==> config.mk <==
export PLATFORM = sky130hd
export DESIGN_NAME = w_load_pipe
export DESIGN_NICKNAME = d
export VERILOG_FILES = /design/src/rtl/w_load_pipe.sv
export SDC_FILE = /design/constraint.sdc
export NUM_CORES = 1
export LEC_CHECK = 0
export ABC_AREA = 1
export CAP_MARGIN = 20
export CORE_UTILIZATION = 47
export CTS_CLUSTER_SIZE = 8
export DETAILED_ROUTE_END_ITERATION = 8
export DONT_BUFFER_PORTS = 1
export PLACE_DENSITY = 0.58
export SETUP_SLACK_MARGIN = 0.02
export SLEW_MARGIN = 20
export SYNTH_ARGS = -nofsm -noshare
export SYNTH_HDL_FRONTEND = slang
export SYNTH_SLANG_ARGS = --single-unit
export TNS_END_PERCENT = 30
==> constraint.sdc <==
create_clock -name clk -period 2.4 [get_ports clk]
set_input_delay 0.6 -clock clk [delete_from_list [all_inputs] [get_ports clk]]
set_output_delay 0.6 -clock clk [all_outputs]
set_load 0.01 [all_outputs]
==> src/rtl/w_load_pipe.sv <==
// MEM/WB pipeline register with write-back load extension and a retired-instruction counter.
// Optional simulation trace of GRF writes is enabled by defining W_TRACE_EN.
module w_load_pipe #(
    parameter int          RETIRE_W  = 32,
    parameter logic [31:0] RESET_PC8 = 32'h0000_3008
) (
    input  logic                clk,
    input  logic                reset,
    input  logic                W_En,
    input  logic                W_Flush,
    input  logic                M_Valid,
    input  logic [31:0]         M_MemoryData,
    input  logic [31:0]         M_StoreAddr,
    input  logic [2:0]          M_LoadType,
    input  logic [31:0]         M_ALUResult,
    input  logic [31:0]         M_PC8,
    input  logic [4:0]          M_RegDst,
    input  logic                M_RegWrite,
    input  logic [1:0]          M_WdSel,
    output logic                W_RegWrite,
    output logic [4:0]          W_RegAddr,
    output logic [31:0]         W_RegData,
    output logic [31:0]         W_PC8,
    output logic                W_Valid,
    output logic [RETIRE_W-1:0] W_RetireCnt
);

    localparam logic [2:0] LT_LH  = 3'd2;
    localparam logic [2:0] LT_LHU = 3'd3;
    localparam logic [2:0] LT_LB  = 3'd4;
    localparam logic [2:0] LT_LBU = 3'd5;

    logic                valid_r;
    logic                reg_write_r;
    logic [4:0]          reg_dst_r;
    logic [2:0]          load_type_r;
    logic [1:0]          wd_sel_r;
    logic [1:0]          offset_r;
    logic [31:0]         data_r;
    logic [31:0]         alu_r;
    logic [31:0]         pc8_r;
    logic [RETIRE_W-1:0] retire_cnt_r;

    logic                write_en_s;
    logic [31:0]         load_data_s;
    logic [31:0]         reg_data_s;
    logic [4:0]          reg_addr_s;
    logic                unused_addr_s;

    // Select the addressed byte/half of the memory word and extend it to 32 bits.
    function automatic logic [31:0] extend_load(input logic [31:0] word,
                                                input logic [1:0]  offset,
                                                input logic [2:0]  load_type);
        logic [15:0] half_v;
        logic [7:0]  byte_v;
        logic [31:0] result_v;
        half_v = offset[1] ? word[31:16] : word[15:0];
        case (offset)
            2'd0:    byte_v = word[7:0];
            2'd1:    byte_v = word[15:8];
            2'd2:    byte_v = word[23:16];
            2'd3:    byte_v = word[31:24];
            default: byte_v = word[7:0];
        endcase
        case (load_type)
            LT_LH:   result_v = {{16{half_v[15]}}, half_v};
            LT_LHU:  result_v = {16'h0000, half_v};
            LT_LB:   result_v = {{24{byte_v[7]}}, byte_v};
            LT_LBU:  result_v = {24'h00_0000, byte_v};
            default: result_v = word;
        endcase
        return result_v;
    endfunction

    // Pipeline register: reset, then flush (bubble), then stall, then capture.
    always_ff @(posedge clk) begin
        if (!reset) begin
            valid_r      <= 1'b0;
            reg_write_r  <= 1'b0;
            reg_dst_r    <= 5'd0;
            load_type_r  <= 3'd0;
            wd_sel_r     <= 2'd0;
            offset_r     <= 2'd0;
            data_r       <= 32'd0;
            alu_r        <= 32'd0;
            pc8_r        <= RESET_PC8;
            retire_cnt_r <= {RETIRE_W{1'b0}};
        end else if (W_Flush) begin
            valid_r      <= 1'b0;
            reg_write_r  <= 1'b0;
            reg_dst_r    <= 5'd0;
            load_type_r  <= 3'd0;
            wd_sel_r     <= 2'd0;
            offset_r     <= 2'd0;
            data_r       <= 32'd0;
            alu_r        <= 32'd0;
            pc8_r        <= RESET_PC8;
        end else if (W_En) begin
            valid_r      <= M_Valid;
            reg_write_r  <= M_RegWrite;
            reg_dst_r    <= M_RegDst;
            load_type_r  <= M_LoadType;
            wd_sel_r     <= M_WdSel;
            offset_r     <= M_StoreAddr[1:0];
            data_r       <= M_MemoryData;
            alu_r        <= M_ALUResult;
            pc8_r        <= M_PC8;
            retire_cnt_r <= retire_cnt_r + {{(RETIRE_W-1){1'b0}}, M_Valid};
        end
    end

    // Write-back port derived purely from registered state; $0 and bubbles never write.
    always_comb begin
        write_en_s    = reg_write_r & valid_r & (reg_dst_r != 5'd0);
        load_data_s   = extend_load(data_r, offset_r, load_type_r);
        unused_addr_s = ^M_StoreAddr[31:2];
        case (wd_sel_r)
            2'd1:    reg_data_s = load_data_s;
            2'd2:    reg_data_s = pc8_r;
            default: reg_data_s = alu_r;
        endcase
        if (write_en_s) begin
            reg_addr_s = reg_dst_r;
        end else begin
            reg_addr_s = 5'd0;
        end
    end

    assign W_RegWrite  = write_en_s;
    assign W_RegAddr   = reg_addr_s;
    assign W_RegData   = reg_data_s;
    assign W_PC8       = pc8_r;
    assign W_Valid     = valid_r;
    assign W_RetireCnt = retire_cnt_r;

`ifdef W_TRACE_EN
    // Simulation trace of every GRF write.
    always @(posedge clk) begin
        if (reset && W_RegWrite) begin
            $display("@%h: $%d <= %h", W_PC8 - 32'd8, W_RegAddr, W_RegData);
        end
    end
`endif

endmodule

== Yosys cells after proc, flatten, opt, wreduce, memory -nomap -nowiden ==
Cells that the tools add are included.

* Bits in registers: 142
* Input bits: 144
* Output and inout bits: 103

* Add/subtract/negate cells: 1
* Equal/unequal tests: 9
* Mux-type cells: 5
* Bitwise logic cells: 4
* Reduce and logical (&&, ||, !) cells: 4

{| class="wikitable"
|+ Operators by type and width
! kind !! number
|-
| $pmux W32 S4 || 1
|-
| $pmux W32 S2 || 1
|-
| $add A32 B1 Y32 || 1
|-
| $pmux W8 S4 || 1
|-
| $mux W16 || 1
|-
| $eq A2 B2 Y1 const B || 3
|-
| $eq A3 B2 Y1 const B || 2
|-
| $eq A3 B3 Y1 const B || 2
|-
| $mux W5 || 1
|-
| $reduce_bool A5 Y1 || 1
|-
| $eq A2 B1 Y1 const B || 2
|-
| $and A1 B1 Y1 || 2
|-
| $logic_not A2 Y1 || 1
|-
| $not A1 Y1 || 2
|-
| $reduce_and A2 Y1 || 1
|-
| $reduce_or A2 Y1 || 1
|}

== Depth between registers and ports, before layout ==
* Word-level depth: 4
* Depth in mapped cells: 11
* Mapped depth without buffers: 10

== Worst setup path before layout ==
OpenSTA, ideal clock, no wires.

* Path kind: register -> output
* Start: register wd_sel_r[0]
* End: output port W_RegData[0]
* Arrival time: 1426 ps
* Data required time: 1800 ps
* Path slack: 374 ps
* Stages on the path, launching flop included: 8
* Path through: dfxtp_1 > inv_1 > ha_1 > clkbuf_1 > inv_1 > clkbuf_1 > nor2_1 > a21oi_1

* Longest elaborated chain between the ends: 2
* Elaborated cells on any way between the ends: 3

{| class="wikitable"
|+ RTL lines
! what !! RTL line !! RTL
|-
| start: declaration || 37 || <nowiki>logic [1:0] wd_sel_r;</nowiki>
|-
| start signal: assignment || 103 || <nowiki>wd_sel_r <= M_WdSel;</nowiki>
|-
| $eq A2 B2 Y1 / $eq A2 B1 Y1 (equally long branches) || 117 || <nowiki>case (wd_sel_r)</nowiki>
|-
| $pmux W32 S2 (*) || 117 ||
|-
| end: declaration || 22 || <nowiki>output logic [31:0] W_RegData,</nowiki>
|}

Mark *: on every way between the ends. The rest lies on a longest branch, timed or not.

== Worst setup path in the final report ==
* Start: register offset_r[1]
* End: output port W_RegData[31]

* Longest elaborated chain between the ends: 4
* Elaborated cells on any way between the ends: 8

{| class="wikitable"
|+ RTL lines
! what !! RTL line !! RTL
|-
| start: declaration || 38 || <nowiki>logic [1:0] offset_r;</nowiki>
|-
| start signal: assignment || 104 || <nowiki>offset_r <= M_StoreAddr[1:0];</nowiki>
|-
| $eq A2 B2 Y1, or another cell as far along || 58 || <nowiki>case (offset)</nowiki>
|-
| $pmux W8 S4 || 58 ||
|-
| $pmux W32 S4 (*) || 65 || <nowiki>case (load_type)</nowiki>
|-
| $pmux W32 S2 (*) || 117 ||
|}

Marked as above.

==> flow_metrics.py <==
metrics = {
    "status": {
        "status": "finished, violations left",
        "violations": "negative setup slack",
    },
    "global_routing": {
        "grt_first_pass_wirelength_um": 32220,
        "grt_antenna_before_repair": 0,
        "grt_overflow": 0,
        "track_usage_pct": 27.78,
        "grt_max_degree": 91,
        "grt_pass1_vias": 6400,
    },
    "yosys": {
        "synth-edff-count": 0,
        "synthDominantCellAreaShare_pct": 40.82,
        "syn-num-nets": 1221,
        "yosysWarnings": 0,
        "synthTopCellsByArea": "dfxtp_1, nand2_1, a21oi_1",
        "synthFlopType": "dfxtp_1",
        "post-synth-top-area-cell": "dfxtp_1",
        "yosysSeqAreaShare_pct": 40.82,
        "async_flop_share_pct": 0,
        "netlist_area_mm2": 0.006964,
        "synth_cells": 1073,
        "syn_area_per_cell_um2": 6.490,
        "synth.distinct_cells": 30,
        "synth-seq-cells": 142,
    },
    "routing": {
        "ant_nets": 0,
        "post_drt_wl_per_cell_um": 17.07,
        "firstDrtPassIters": 5,
        "drc_errors": 0,
        "routed_via_density": 5.375,
        "routed_wl_um": 21530,
        "route.vias.total": 6778,
        "drt-initial-drc-count": 393,
    },
    "hold_path": {
        "min_from": "reset",
        "hold_path.class": "primary input to flip-flop",
        "whs_path_depth": 2,
    },
    "setup_path": {
        "worst_setup_path_end_kind": "primary output",
        "cp-start-kind": "flip-flop",
        "path_class": "flip-flop to primary output",
        "cp_max_fo": 8,
        "crit_arrival_ps": 1810,
        "startpoint": "offset_r[1]",
        "rr_startpoint": "W_RetireCnt[0]",
        "reg2reg_depth": 9,
        "required_ps": 1800,
    },
    "cells_and_area": {
        "syn_to_final_growth_pct": 20.09,
        "mostFrequentLayoutCell": "nand2_1",
        "nets": 1212,
        "fillers": 1439,
        "fin_cells": 1261,
        "antennaDiodeCount": 0,
        "seqCellArea_mm2": 0.002856,
        "drive_gt1_share_pct": 14.58,
        "mostFrequentLayoutCells": "nand2_1, a21oi_1, dfxtp_1, nor2_1, inv_1",
        "multi_input_area_mm2": 0.003973,
    },
    "floorplan": {
        "die_h_um": 123.7,
        "rows": 44,
        "fp.dieArea_mm2": 0.01531,
        "io_pins": 247,
        "start_util_pct": 48.10,
        "die_w_um": 123.7,
        "coreArea_mm2": 0.01448,
    },
    "timing": {
        "final-hold-violation-count": 0,
        "min_period_ps": 2405,
        "finalSetupViolations": 2,
        "max_freq_mhz": 415.7,
        "period_share_pct": 100.2,
        "setup_ws_ps": -5.452,
        "skew_ps": 4.478,
        "rsz0062_at_grt": "true",
        "slew_headroom_pct": 66.20,
        "drv_slew": 0,
        "tightest_slew_ps": 507.0,
    },
    "clock_network": {
        "cts.sink_count": 142,
        "cts_buffer_depth": 2,
        "htreeDepth": 4,
        "clk_pin_slew_ps": 60,
        "root_buffer": "clkbuf_16",
        "tritoncts": "built",
        "cts_made_buffers": 17,
        "cts-hold-fix-buffers": 0,
        "worstSkewPairLatency_ps": 430,
    },
    "power_and_ir_drop": {
        "power_uw": 5978,
        "irDropWorstVdd_uv": 469.3,
        "p_leak_uw": 0.003235,
        "pwr_density_cell_mw_per_mm2": 714.8,
    },
    "placement": {
        "dp_hpwl_um": 15150,
        "io_buffers": 0,
        "placed_cells": 1219,
        "gp_congestion": 0.9019,
    },
    "flow_run": {
        "maxCapViolCount": 0,
    },
}
-- cell families after synthesis --
logic type	Yosys count	synth area share [%]
adders and majority gates	4	0.7187
and+or+nand+nor	492	28.28
DFF	142	40.82
buffers and inverters	155	8.929
xor gates and xnor gates	2	0.2516
AOI/OAI and AO/OA	278	21.00
-- area by class of cell --
cell class                 count  share of cell area (%)
clock inverter                 9                   1.885
multi-input combinational    778                   47.50
inverter                      98                   4.548
timing repair buffer          27                   3.441
sequential                   142                   34.16
clock buffer                  23                   5.715
tap                          184                   2.753
-- per-stage QoR --
| stage | util, % | setup TNS, ps | hold WS, ps | setup slack, ps | area, um^2 |
|---|---|---|---|---|---|
| CTS | 56.48 | -97.75 | 275.3 | -15.08 | 8178 |
| finish | 57.76 | -10.25 | 292.8 | -5.452 | 8363 |
| floorplan | - | 0 | 439.6 | 373.6 | 6964 |
| global route | 57.76 | -1330 | 289.9 | -87.86 | 8363 |
| detailed placement | 49.37 | 0 | 452.8 | 236.8 | 7148 |
| global placement | 49.37 | 0 | 449.3 | 246.7 | 7148 |
-- cell usage after synthesis (3+ instances only) --
cell type	number
nor2_2	4
nor3_1	8
inv_2	5
ha_1	4
o21bai_1	5
o21ai_0	77
o21a_1	3
dfxtp_1	142
nand2_1	334
nor2_1	100
nand4_1	6
buf_2	17
nand3_1	31
clkbuf_1	36
a21oi_1	178
inv_1	91
nand2_2	4
nand2_4	3
a21oi_2	10
-- what timing repair did --
action,CTS,global route
setup buffers,6,2
gates cloned,2,0
resized for setup,88,41
endpoints found under the setup margin,32,32
pin swaps,28,36
-- sequential cells by signal (all words and copies together), names as in the netlist --
register     flops
W_PC8           32
W_RetireCnt     32
W_Valid          1
alu_r           32
data_r          32
load_type_r      3
offset_r         2
reg_dst_r        5
reg_write_r      1
wd_sel_r         2
-- worst paths after layout --
| path | to | slack (ps) |
|---|---|---|
| max | W_RegData[31] | -5 |
| min | W_RetireCnt[6] | 290 |
| max reg2reg | W_RetireCnt[22] | 390 |
| min reg2reg | data_r[4] | 460 |
-- per-layer routing --
metal | part of all wire [%] | wire length [um] | global-route usage (%)
met1 | 39 | 8385 | 30.51
met5 | 0 | 0 | 0
met4 | 3.1 | 666 | 11.75
met2 | 50 | 10720 | 48.37
met3 | 8.2 | 1755 | 9.661
-- worst max-delay path: stages (launching register included) --
cell and delay (ps):
dfxtp_4 360, inv_6 80, nor2_1 60, nor2_1 140, nand2_2 80, o21ai_4 80, nand2_4 150, nand2_8 170
nand2_4 60, a21oi_4 180
-- report_power, final --
group          total, uW  switching [uW]  leakage, uW  internal (uW)
clock network       2870            1050     0.000304           1820
registers           2490            66.1      0.00116           2420
logic                620             411      0.00177            209
No activity file was read; power rests on OpenSTA's default activity.
==> variant (same settings) <==
Put a register stage on the output `W_RegAddr`, with the module's reset. The value now appears one clock later. The other outputs are not delayed to match.
--- a/src/rtl/w_load_pipe.sv
+++ b/src/rtl/w_load_pipe.sv
@@ -128,5 +128,11 @@
 
     assign W_RegWrite  = write_en_s;
-    assign W_RegAddr   = reg_addr_s;
+    always_ff @(posedge clk) begin
+        if (!reset) begin
+            W_RegAddr <= '0;
+        end else begin
+            W_RegAddr <= reg_addr_s;
+        end
+    end
     assign W_RegData   = reg_data_s;
     assign W_PC8       = pc8_r;
Check against the original RTL: not equivalent (Yosys sat finds a counterexample within 4 cycles, from zero or initial values and one cycle with reset low).
==> variant against the unedited design <==
Power is 2.0% higher. Register-to-register slack about the same. Clock power hardly changed. Routed wire length increased by 3.8%. Sequential power up 3%. Count of clock-buffer cells in the layout up 2. Final area grew 1.8%. Synthesized area up 0.93%. Worst setup slack better by 32 ps. Sequential cell count up 5. Final cell count decreased by 0.71%.
==> variant: results (changes against the unedited design) <==
[place]
dp_hpwl_microns = 15100  ; about the same
io_buffers = 0  ; unchanged
dp_slack_ps = 199  ; was 237 ps
gp_congestion = 0.858  ; was 0.902
dpl_cell_area_sq_mm = 0.00721  ; was 0.00715 sq mm

[worst_setup_path]
cp_slowest_stage_delay_ps = 400  ; was 360 ps
r2r_start = W_RetireCnt[0]  ; unchanged
r2r_cells = 9  ; unchanged
r2r-end = W_RetireCnt[16]  ; was W_RetireCnt[22]
startpoint = load_type_r[2]  ; was offset_r[1]
slowest_stage = dfxtp_4  ; unchanged
arrival_ps = 1770  ; was 1810 ps
crit_end = W_RegData[20]  ; was W_RegData[31]

[power_and_ir_drop]
p_switching_uw = 1530  ; was 1520 uW
p_per_area_mw_per_mm2 = 716  ; was 715 mW/mm^2
vdd_drop_max_mv = 0.475  ; was 0.469 mV
p_leak_uw = 0.00330  ; was 0.00323 uW
seq-power_uw = 2570  ; was 2490 uW
pg_clk_uw = 2860  ; was 2870 uW

[clock_network]
cts_buffers = 17  ; unchanged

[drt]
viasPerCell = 5.46  ; was 5.38
first_pass_iters = 6  ; was 5
routedWlPerCell_microns = 17.8  ; was 17.1 microns
vias = 6837  ; was 6778
wl_met2_microns = 10000  ; was 10700 microns
route.met3.wl_microns = 2080  ; was 1760 microns
wl_met1_microns = 9940  ; was 8390 microns
drtIter0Drc = 488  ; was 393

[global_route]
grt_max_degree = 92  ; was 91
first_global_vias = 6303  ; was 6400
grtUsageTotal_pct = 27.9  ; was 27.8%
antenna_found_initial = 0  ; unchanged
use_met2_pct = 42.1  ; was 48.4%
use_met3_pct = 7.90  ; was 9.66%
grt_pass1_wl_microns = 34200  ; was 32200 microns
grtUsageMet1_pct = 39.0  ; was 30.5%

[worst_hold_path]
hold_path_class = in2reg  ; unchanged

[final_layout]
nNetsFinal = 1203  ; was 1212
final_util_pct = 58.4  ; was 57.8%
drive_above_1_share_pct = 14.5  ; was 14.6%
antenna_cells = 0  ; unchanged
num-fill-cells = 1429  ; was 1439

[synth]
async_reset_ff_share_pct = 0  ; unchanged
yosys_warnings = 0  ; unchanged
yosysUniqueCellTypes = 33  ; was 30
yosysSeqAreaShare_pct = 41.9  ; was 40.8%
synth_area_leaders = dfxtp_1, nand2_1, a21oi_1  ; unchanged
netlist_instances = 1066  ; was 1073
yosys-top-cells-count = nand2_1, a21oi_1, dfxtp_1, nor2_1, inv_1  ; unchanged

[sta]
slew_headroom_pct = 55.0  ; was 66.2%
finClkSkew_ps = 10.3  ; was 4.48 ps
clock.fmax_mhz = 421  ; was 416 MHz

[outcome]
status = complete, no violations  ; was finished with violations

-- variant: cell count changes after synthesis, sizes merged, moves of 4 or more --
cell / delta
nand4: +4
a21oi: +4
o21ai: -4
dfxtp: +5
inv: -10
-- variant: area by class of cell --
cell class / instances / area share [%]
clock buffers: 25 / 5.70
clock inverters: 7 / 1.72
inverters: 87 / 4.10
multi-input cells: 776 / 47.1
flip-flops and latches: 147 / 34.7
well taps: 184 / 2.70
repair buffers: 26 / 3.91
-- variant: cell families (layout without fill, tap and decap cells) --
group                      count (synthesis)  in the layout  synth area share, %
AOI/OAI and AO/OA                        273            273                 20.1
xor gates and xnor gates                   2              2                0.249
adders and majority gates                  4              4                0.712
buffers and inverters                    144            145                 8.08
DFF                                      147            147                 41.9
and+or+nand+nor                          496            497                 29.0
-- variant: worst max-delay path: cells and delay by family, from the launching register on --
family | cells | cell delay (ps)
and+or+nand+nor | 4 | 470
buffers and inverters | 1 | 80
DFF | 1 | 400
AOI/OAI and AO/OA | 2 | 410
-- variant: how the worst min path moves through the flow --
stage | from | to | slack, ps | cells past startpoint
finish | reset | W_RetireCnt[30] | 300 | 2
global route | reset | W_RetireCnt[3] | 290 | 2
CTS | reset | W_RetireCnt[25] | 280 | 2
detailed placement | reg_dst_r[3] | W_RegAddr[3] | 450 | 2
global placement | reg_dst_r[3] | W_RegAddr[3] | 440 | 2
floorplan | reg_dst_r[3] | W_RegAddr[3] | 430 | 2
-- variant: repair_timing --
item / in CTS / in global routing
gates resized for setup: 50 / 82
gates cloned: 0 / 4
endpoints found under the setup margin: 32 / 32
setup buffers: 1 / 4
pin swaps: 15 / 29
